## src/rtl/adc_scan_scheduler.sv

```systemverilog
// ADC scan scheduler: on every period tick walks the enabled channels of an
// external SPI ADC one transaction at a time, reporting samples and error flags.
module adc_scan_scheduler #(
    parameter int NUM_CH  = 4,
    parameter int PERIOD  = 1000,
    parameter int TIMEOUT = 255
) (
    input  logic                      clk,
    input  logic                      rst_n,
    input  logic                      en,
    input  logic [NUM_CH-1:0]         ch_mask,
    input  logic                      err_clr,
    input  logic                      spi_busy,
    input  logic                      spi_done,
    input  logic [11:0]               spi_data,
    output logic                      spi_start,
    output logic [$clog2(NUM_CH)-1:0] spi_ch,
    output logic                      smp_valid,
    output logic [$clog2(NUM_CH)-1:0] smp_ch,
    output logic [11:0]               smp_data,
    output logic                      scan_done,
    output logic                      timeout_err,
    output logic                      overrun_err
);
    localparam int CH_W  = $clog2(NUM_CH);
    localparam int CNT_W = $clog2(PERIOD);
    localparam int TMO_W = $clog2(TIMEOUT + 1);
    localparam logic [CNT_W-1:0] CNT_LAST = CNT_W'(PERIOD - 1);
    localparam logic [TMO_W-1:0] TMO_LAST = TMO_W'(TIMEOUT - 1);

    typedef enum logic [2:0] {IDLE, WAIT_TICK, START, WAIT_DONE, NEXT} state_t;

    // Returns {found, index} of the lowest set mask bit (from_zero) or of the
    // lowest set bit strictly above cur.
    function automatic logic [CH_W:0] find_ch(input logic [NUM_CH-1:0] mask,
                                              input logic [CH_W-1:0]   cur,
                                              input logic              from_zero);
        logic [CH_W:0] r;
        r = '0;
        for (int i = NUM_CH - 1; i >= 0; i--) begin
            if (mask[i] && (from_zero || i > int'(cur))) r = {1'b1, CH_W'(i)};
        end
        return r;
    endfunction

    state_t            state_q, state_d;
    logic [CNT_W-1:0]  cnt_q, cnt_d;
    logic [TMO_W-1:0]  tmo_q, tmo_d;
    logic [NUM_CH-1:0] mask_q, mask_d;
    logic [CH_W-1:0]   ch_q, ch_d;
    logic              abort_q, abort_d;
    logic              smp_valid_q, smp_valid_d;
    logic [CH_W-1:0]   smp_ch_q, smp_ch_d;
    logic [11:0]       smp_data_q, smp_data_d;
    logic              scan_done_q, scan_done_d;
    logic              tmo_err_q, tmo_err_d;
    logic              ovr_err_q, ovr_err_d;
    logic              tick, expired, tmo_evt, ovr_evt;
    logic [CH_W:0]     sel;

    assign tick    = en && (cnt_q == CNT_LAST);
    // tmo_q counts cycles elapsed since spi_start (the start cycle is cycle 0)
    assign expired = (tmo_q >= TMO_LAST);

    always_comb begin
        state_d     = state_q;
        mask_d      = mask_q;
        ch_d        = ch_q;
        tmo_d       = tmo_q;
        abort_d     = abort_q;
        smp_valid_d = 1'b0;
        smp_ch_d    = smp_ch_q;
        smp_data_d  = smp_data_q;
        scan_done_d = 1'b0;
        spi_start   = 1'b0;
        tmo_evt     = 1'b0;
        sel         = '0;
        cnt_d       = (en && !tick) ? cnt_q + CNT_W'(1) : '0;
        ovr_evt     = tick && (state_q == START || state_q == WAIT_DONE || state_q == NEXT);

        case (state_q)
            IDLE: begin
                if (en) state_d = WAIT_TICK;
            end
            WAIT_TICK: begin
                if (!en) begin
                    state_d = IDLE;
                end else if (tick) begin
                    mask_d = ch_mask;
                    sel    = find_ch(ch_mask, '0, 1'b1);
                    if (sel[CH_W]) begin
                        ch_d    = sel[CH_W-1:0];
                        state_d = START;
                    end
                end
            end
            START: begin
                if (!en) begin
                    state_d = IDLE;
                end else if (!spi_busy) begin
                    spi_start = 1'b1;
                    tmo_d     = TMO_W'(1);
                    abort_d   = 1'b0;
                    state_d   = WAIT_DONE;
                end
            end
            WAIT_DONE: begin
                // A disable here is remembered so the transaction still finishes
                if (!en) abort_d = 1'b1;
                if (spi_done) begin
                    smp_valid_d = 1'b1;
                    smp_data_d  = spi_data;
                    smp_ch_d    = ch_q;
                end else if (expired) begin
                    tmo_evt = 1'b1;
                end else begin
                    tmo_d = tmo_q + TMO_W'(1);
                end
                if (spi_done || expired) state_d = (!en || abort_q) ? IDLE : NEXT;
            end
            NEXT: begin
                sel = find_ch(mask_q, ch_q, 1'b0);
                if (!en) begin
                    state_d = IDLE;
                end else if (sel[CH_W]) begin
                    ch_d    = sel[CH_W-1:0];
                    state_d = START;
                end else begin
                    scan_done_d = 1'b1;
                    state_d     = WAIT_TICK;
                end
            end
            default: state_d = IDLE;
        endcase

        tmo_err_d = tmo_evt | (tmo_err_q & ~err_clr);
        ovr_err_d = ovr_evt | (ovr_err_q & ~err_clr);
    end

    always_ff @(posedge clk or negedge rst_n) begin
        if (!rst_n) begin
            state_q     <= IDLE;
            cnt_q       <= '0;
            tmo_q       <= '0;
            mask_q      <= '0;
            ch_q        <= '0;
            abort_q     <= 1'b0;
            smp_valid_q <= 1'b0;
            smp_ch_q    <= '0;
            smp_data_q  <= '0;
            scan_done_q <= 1'b0;
            tmo_err_q   <= 1'b0;
            ovr_err_q   <= 1'b0;
        end else begin
            state_q     <= state_d;
            cnt_q       <= cnt_d;
            tmo_q       <= tmo_d;
            mask_q      <= mask_d;
            ch_q        <= ch_d;
            abort_q     <= abort_d;
            smp_valid_q <= smp_valid_d;
            smp_ch_q    <= smp_ch_d;
            smp_data_q  <= smp_data_d;
            scan_done_q <= scan_done_d;
            tmo_err_q   <= tmo_err_d;
            ovr_err_q   <= ovr_err_d;
        end
    end

    assign spi_ch      = ch_q;
    assign smp_valid   = smp_valid_q;
    assign smp_ch      = smp_ch_q;
    assign smp_data    = smp_data_q;
    assign scan_done   = scan_done_q;
    assign timeout_err = tmo_err_q;
    assign overrun_err = ovr_err_q;
endmodule

```

## config.mk

```make
export PLATFORM = sky130hd
export DESIGN_NAME = adc_scan_scheduler
export DESIGN_NICKNAME = d
export VERILOG_FILES = /design/src/rtl/adc_scan_scheduler.sv
export SDC_FILE = /design/constraint.sdc
export NUM_CORES = 1
export LEC_CHECK = 0
export ABC_AREA = 1
export CORE_MARGIN = 2
export CORE_UTILIZATION = 45
export CTS_CLUSTER_DIAMETER = 120
export DETAILED_ROUTE_END_ITERATION = 12
export PLACE_DENSITY = 0.7
export SYNTH_ARGS = -nofsm -noshare
export SYNTH_HDL_FRONTEND = slang
export SYNTH_SLANG_ARGS = --single-unit
```

## constraint.sdc

```tcl
create_clock -name clk -period 1.9 [get_ports clk]
set_input_delay 0.57 -clock clk [delete_from_list [all_inputs] [get_ports clk]]
set_output_delay 0.57 -clock clk [all_outputs]
set_load 0.02 [all_outputs]
```

Word-level counts from Yosys, hierarchy flattened
Cells that the tools add are included.

word-level totals
  memory bits (read-only) = 0
  bits in latches = 0
  logic and storage cells = 113
  bits in writable memories = 0
  output and inout port bits = 21
  memories = 0
  register bits after elaboration = 46
  bits of input ports = 22

operators by class
  bitwise gates (word level) = 5
  reductions and logical operators = 21
  shifts and indexed selects = 0
  muxes and demuxes = 49
  div/mod/pow operators = 0
  eq/ne operators = 20
  $mul = 0
  order comparisons = 4
  add/sub/neg operators = 2

operators by type and width
  cell                                                              number
  3-bit two-way mux                                                 19
  8-bit two-way mux                                                 4
  2-bit != test (second input constant)                             10
  8-bit case mux with 2 select lines                                1
  3-bit case mux with 5 select lines                                1
  1-bit two-way mux                                                 14
  2-bit two-way mux                                                 7
  10-bit by 1-bit adder with 10-bit output (second input constant)  1
  10-bit == test (second input constant)                            1
  10-bit two-way mux                                                1
  5-bit AND reduction                                               2
  3-bit != test (second input constant)                             3
  8-bit by 1-bit adder with 8-bit output (second input constant)    1
  8-bit >= comparator (second input constant)                       1
  3-bit by 2-bit == test with 1-bit output (second input constant)  2
  1-bit logical AND                                                 6
  6-bit AND reduction                                               1
  2-bit > comparator (first input constant)                         2
  1-bit logical OR                                                  4
  2-bit by 1-bit != test with 1-bit output (second input constant)  2
  2-bit case mux with 2 select lines                                1
  4-bit AND reduction                                               1
  2-bit nonzero test                                                2
  3-bit by 1-bit == test with 1-bit output (second input constant)  1
  other kinds (10)                                                  13

Longest topological paths before layout
  word-level depth = 11
  depth in mapped cells = 10
  gate-level depth less buffers = 10

Least setup slack after synthesis
Ideal clock, no wire load.

  path kind = input to output
  from = input port en
  to = output port spi_start
  data required time = 1,330 ps
  slack = 161 ps
  buffers on the path = 1
  cell stages on the path = 3
  data arrival time = 1,169 ps
  cells stage by stage = buf_2 -> nand3_1 -> nor2_1

between the ends
  cells in the longest elaborated chain, start to end = 2

ends and longest elaborated chain
  item               RTL line  RTL
  from (decl)        10        input logic en,
  1-bit two-way mux  98        if (!en) begin
  1-bit two-way mux  81        case (state_q)
  to (decl)          16        output logic spi_start,

Every way passes these cells.

Final worst setup path
  from = register ovr_err_q (netlist: overrun_err)
  to = output port overrun_err

RTL lines
  item                    RTL line  RTL
  from (decl)             57        logic ovr_err_q, ovr_err_d;
  from (signal assigned)  166       ovr_err_q <= ovr_err_d;
  to (decl)               23        output logic overrun_err

No word-level cell between the ends.

==> metrics.cfg <==
[worst_setup_path]
cpPeakStageDelay_ns=0.61
critPathTopFamily=buffers and inverters
worstPathMaxFanout=2
cp-end-kind=output pin
required_ns=1.33
r2r-start=state_q[1]
cp-start-kind=register
slowest_stage=clkdlybuf4s50_1
r2r_slack_ns=0.31
crit_buf_inv=1
worst-setup-path-type=reg2out
crit_path_cell_trace=clkdlybuf4s50_1
crit_start=overrun_err
crit_arrival_ns=1.29

[floorplan]
io_pins=43
die_height_um=75.7
core_um2=5040
die-width_um=75.7
start_util_pct=45.9
dieArea_um2=5730
rows=26

[timing]
finalHoldViolCount=0
finalCritPeriodShare_pct=98.1
setup_viol=0
whs_ns=0.230
clock_skew_ns=0.00261
slew_viol_final=0
tns_ns=0
tightest_slew_ns=0.348
layout_min_cycle_time_ns=1.86
relSlewSlack_pct=76.8
fmax_ghz=0.537

[grt]
grt_pass1_wl_mm=8.17
grtUsageTotal_pct=18.7
antenna_found_initial=0
grt_max_degree=46
overflow=0
grt_pass1_vias=1913

[power_and_ir_drop]
power.density_nw_per_um2=1130
leakage_nw=1.54
vdd_ir_drop_max_v=0.000581
p_total_mw=3.45

[routing]
drc=0
first_pass_iters=4
wl_per_cell_um=11.3
vias_per_cell=4.72
vias=2058
drt_first_iter_violations=148
antenna_left=0
wl_mm=4.91

[clocking]
clkLatencyLatePin_ns=0.30
ctsHoldBuffers=0
cts-root-buf=clkbuf_8
clk_pin_slew_worst_paths_ns=0.08
cts_tree=yes
clock_sinks=45
numCtsBuffers=5
h-tree-depth=2
cts.path.max_buffers=2

[flow_run]
maxCapViolations=0

[final_layout]
num_antenna_cells=0
layout_commonest_cell=nand2_1
layout-drive-gt1-share_pct=12.6
fill_cells=467
synthToLayoutAreaGrowth_pct=32.0
final_nets=390
final_area_um2=3050
final_cell_mix=98 x nand2_1, 45 x dfrtp_1, 37 x clkdlybuf4s50_1, 35 x nor2_1, 35 x inv_1

[yosys]
yosysUniqueCellTypes=29
syn-cell-area_um2=2310
yosysWarnings=0
seq_area_frac_synth_pct=48.7
synth.avg_cell_area_um2=7.66
ys_ff_latch=45
syn_inst=302
syn_nets=327

[status]
status=complete, no violations

[hold_path]
hold_path_class=in2async

[placed_design]
gp_congestion=0.838
io_buffers=42
dp_hpwl_mm=3.59
placed_area_um2=2910

## worst reg2reg max path, stage by stage (launching register included)
cell      delay [ns]
dfrtp_1         0.41
inv_2           0.09
nor2_4          0.03
buf_4           0.14
nand2_4         0.09
clkinv_2        0.12
nand2_1         0.11
o21ai_2         0.06
nand2_2         0.22
inv_1           0.09
nand2_1         0.07
nand2_1         0.05
## area by class of cell
| cell class | instances | area [um^2] | area share (%) |
|---|---|---|---|
| Multi-Input combinational cell | 214 | 1010 | 33.2 |
| Tap cell | 70 | 87.6 | 2.87 |
| Sequential cell | 45 | 1130 | 36.9 |
| Clock buffer | 6 | 82.6 | 2.70 |
| Clock inverter | 2 | 37.5 | 1.23 |
| Timing Repair Buffer | 60 | 557 | 18.2 |
| Inverter | 39 | 148 | 4.84 |
## metrics by stage
step / worst slack, ns / utilization (%) / instances
detailed placement: -0.637 / 57.6 / 424
finish: 0.0364 / 60.5 / 436
global placement: -0.652 / 57.6 / 424
global route: -0.0129 / 60.5 / 436
CTS: 0.0238 / 60.5 / 436
floorplan: 0.161 / - / 302
## registers in the layout (all words and copies together) (netlist names)
signal and count:
smp_data 12, cnt_q 10, tmo_q 8, mask_q 3, state_q 3, smp_ch 2
spi_ch 2, abort_q 1, overrun_err 1, scan_done 1, smp_valid 1, timeout_err 1
## timing repair
item | CTS | global route
buffers inserted | 4 | 0
pin swaps | 1 | 0
gates resized for setup | 8 | 1
endpoints found under the setup margin | 3 | 1
## synthesized netlist by cell type
master | number | area share, %
nand2_2 | 2 | 0.54
a21oi_1 | 6 | 1.3
o21ai_1 | 1 | 0.22
nand2_1 | 98 | 16
ha_1 | 3 | 1.6
dfrtp_1 | 45 | 49
nor3b_1 | 3 | 0.97
a21boi_0 | 1 | 0.32
nand3_2 | 2 | 0.87
nand2_4 | 1 | 0.49
nand4_1 | 3 | 0.81
nor2_4 | 1 | 0.49
clkinv_2 | 1 | 0.22
nor2_2 | 2 | 0.54
o21ai_2 | 4 | 1.5
xor2_1 | 5 | 1.9
buf_2 | 3 | 0.65
o21ai_0 | 13 | 2.8
inv_1 | 35 | 5.7
o21bai_1 | 1 | 0.32
nor3_1 | 4 | 0.87
inv_2 | 3 | 0.49
o22ai_1 | 2 | 0.54
or2_2 | 1 | 0.27
nand3_1 | 23 | 5.0
o211ai_1 | 1 | 0.32
nand3b_1 | 1 | 0.32
buf_6 | 1 | 0.49
nor2_1 | 36 | 5.8
## power breakdown
part	switching [mW]	internal, mW	leakage (nW)
sequential	0.138	1.18	0.570
combinational	0.773	0.601	0.914
clock	0.334	0.428	0.0574
total	1.24	2.21	1.54
## final timing paths
check,to,cells after the start
worst max-delay path,overrun_err,1
worst min-delay path,mask_q[2],2
worst max register to register,tmo_q[3],11
worst min register to register,cnt_q[0],1
max in group asynchronous,tmo_q[5],2
min in group clk,cnt_q[0],1
## cell families (layout without fill, tap and decap cells)
kind of cell	after synthesis	count (layout)	share of synthesized area (%)
XOR/XNOR	5	5	1.89
AND/OR/NAND/NOR	177	177	32.9
buffers and inverters	43	107	7.52
adder cells (fa/ha/maj)	3	3	1.62
flip-flops	45	45	48.7
AO/OA/AOI/OAI	29	29	7.36
## layer usage
metal  GRT usage, %  wire length [um]  up-vias
met5              0                 0        -
met3           3.17               157        5
met2           30.4              2380       34
li1               -                 -     1076
met4           8.58                66        0
met1           24.4              2300      943
(Power assumes the default switching activity.)
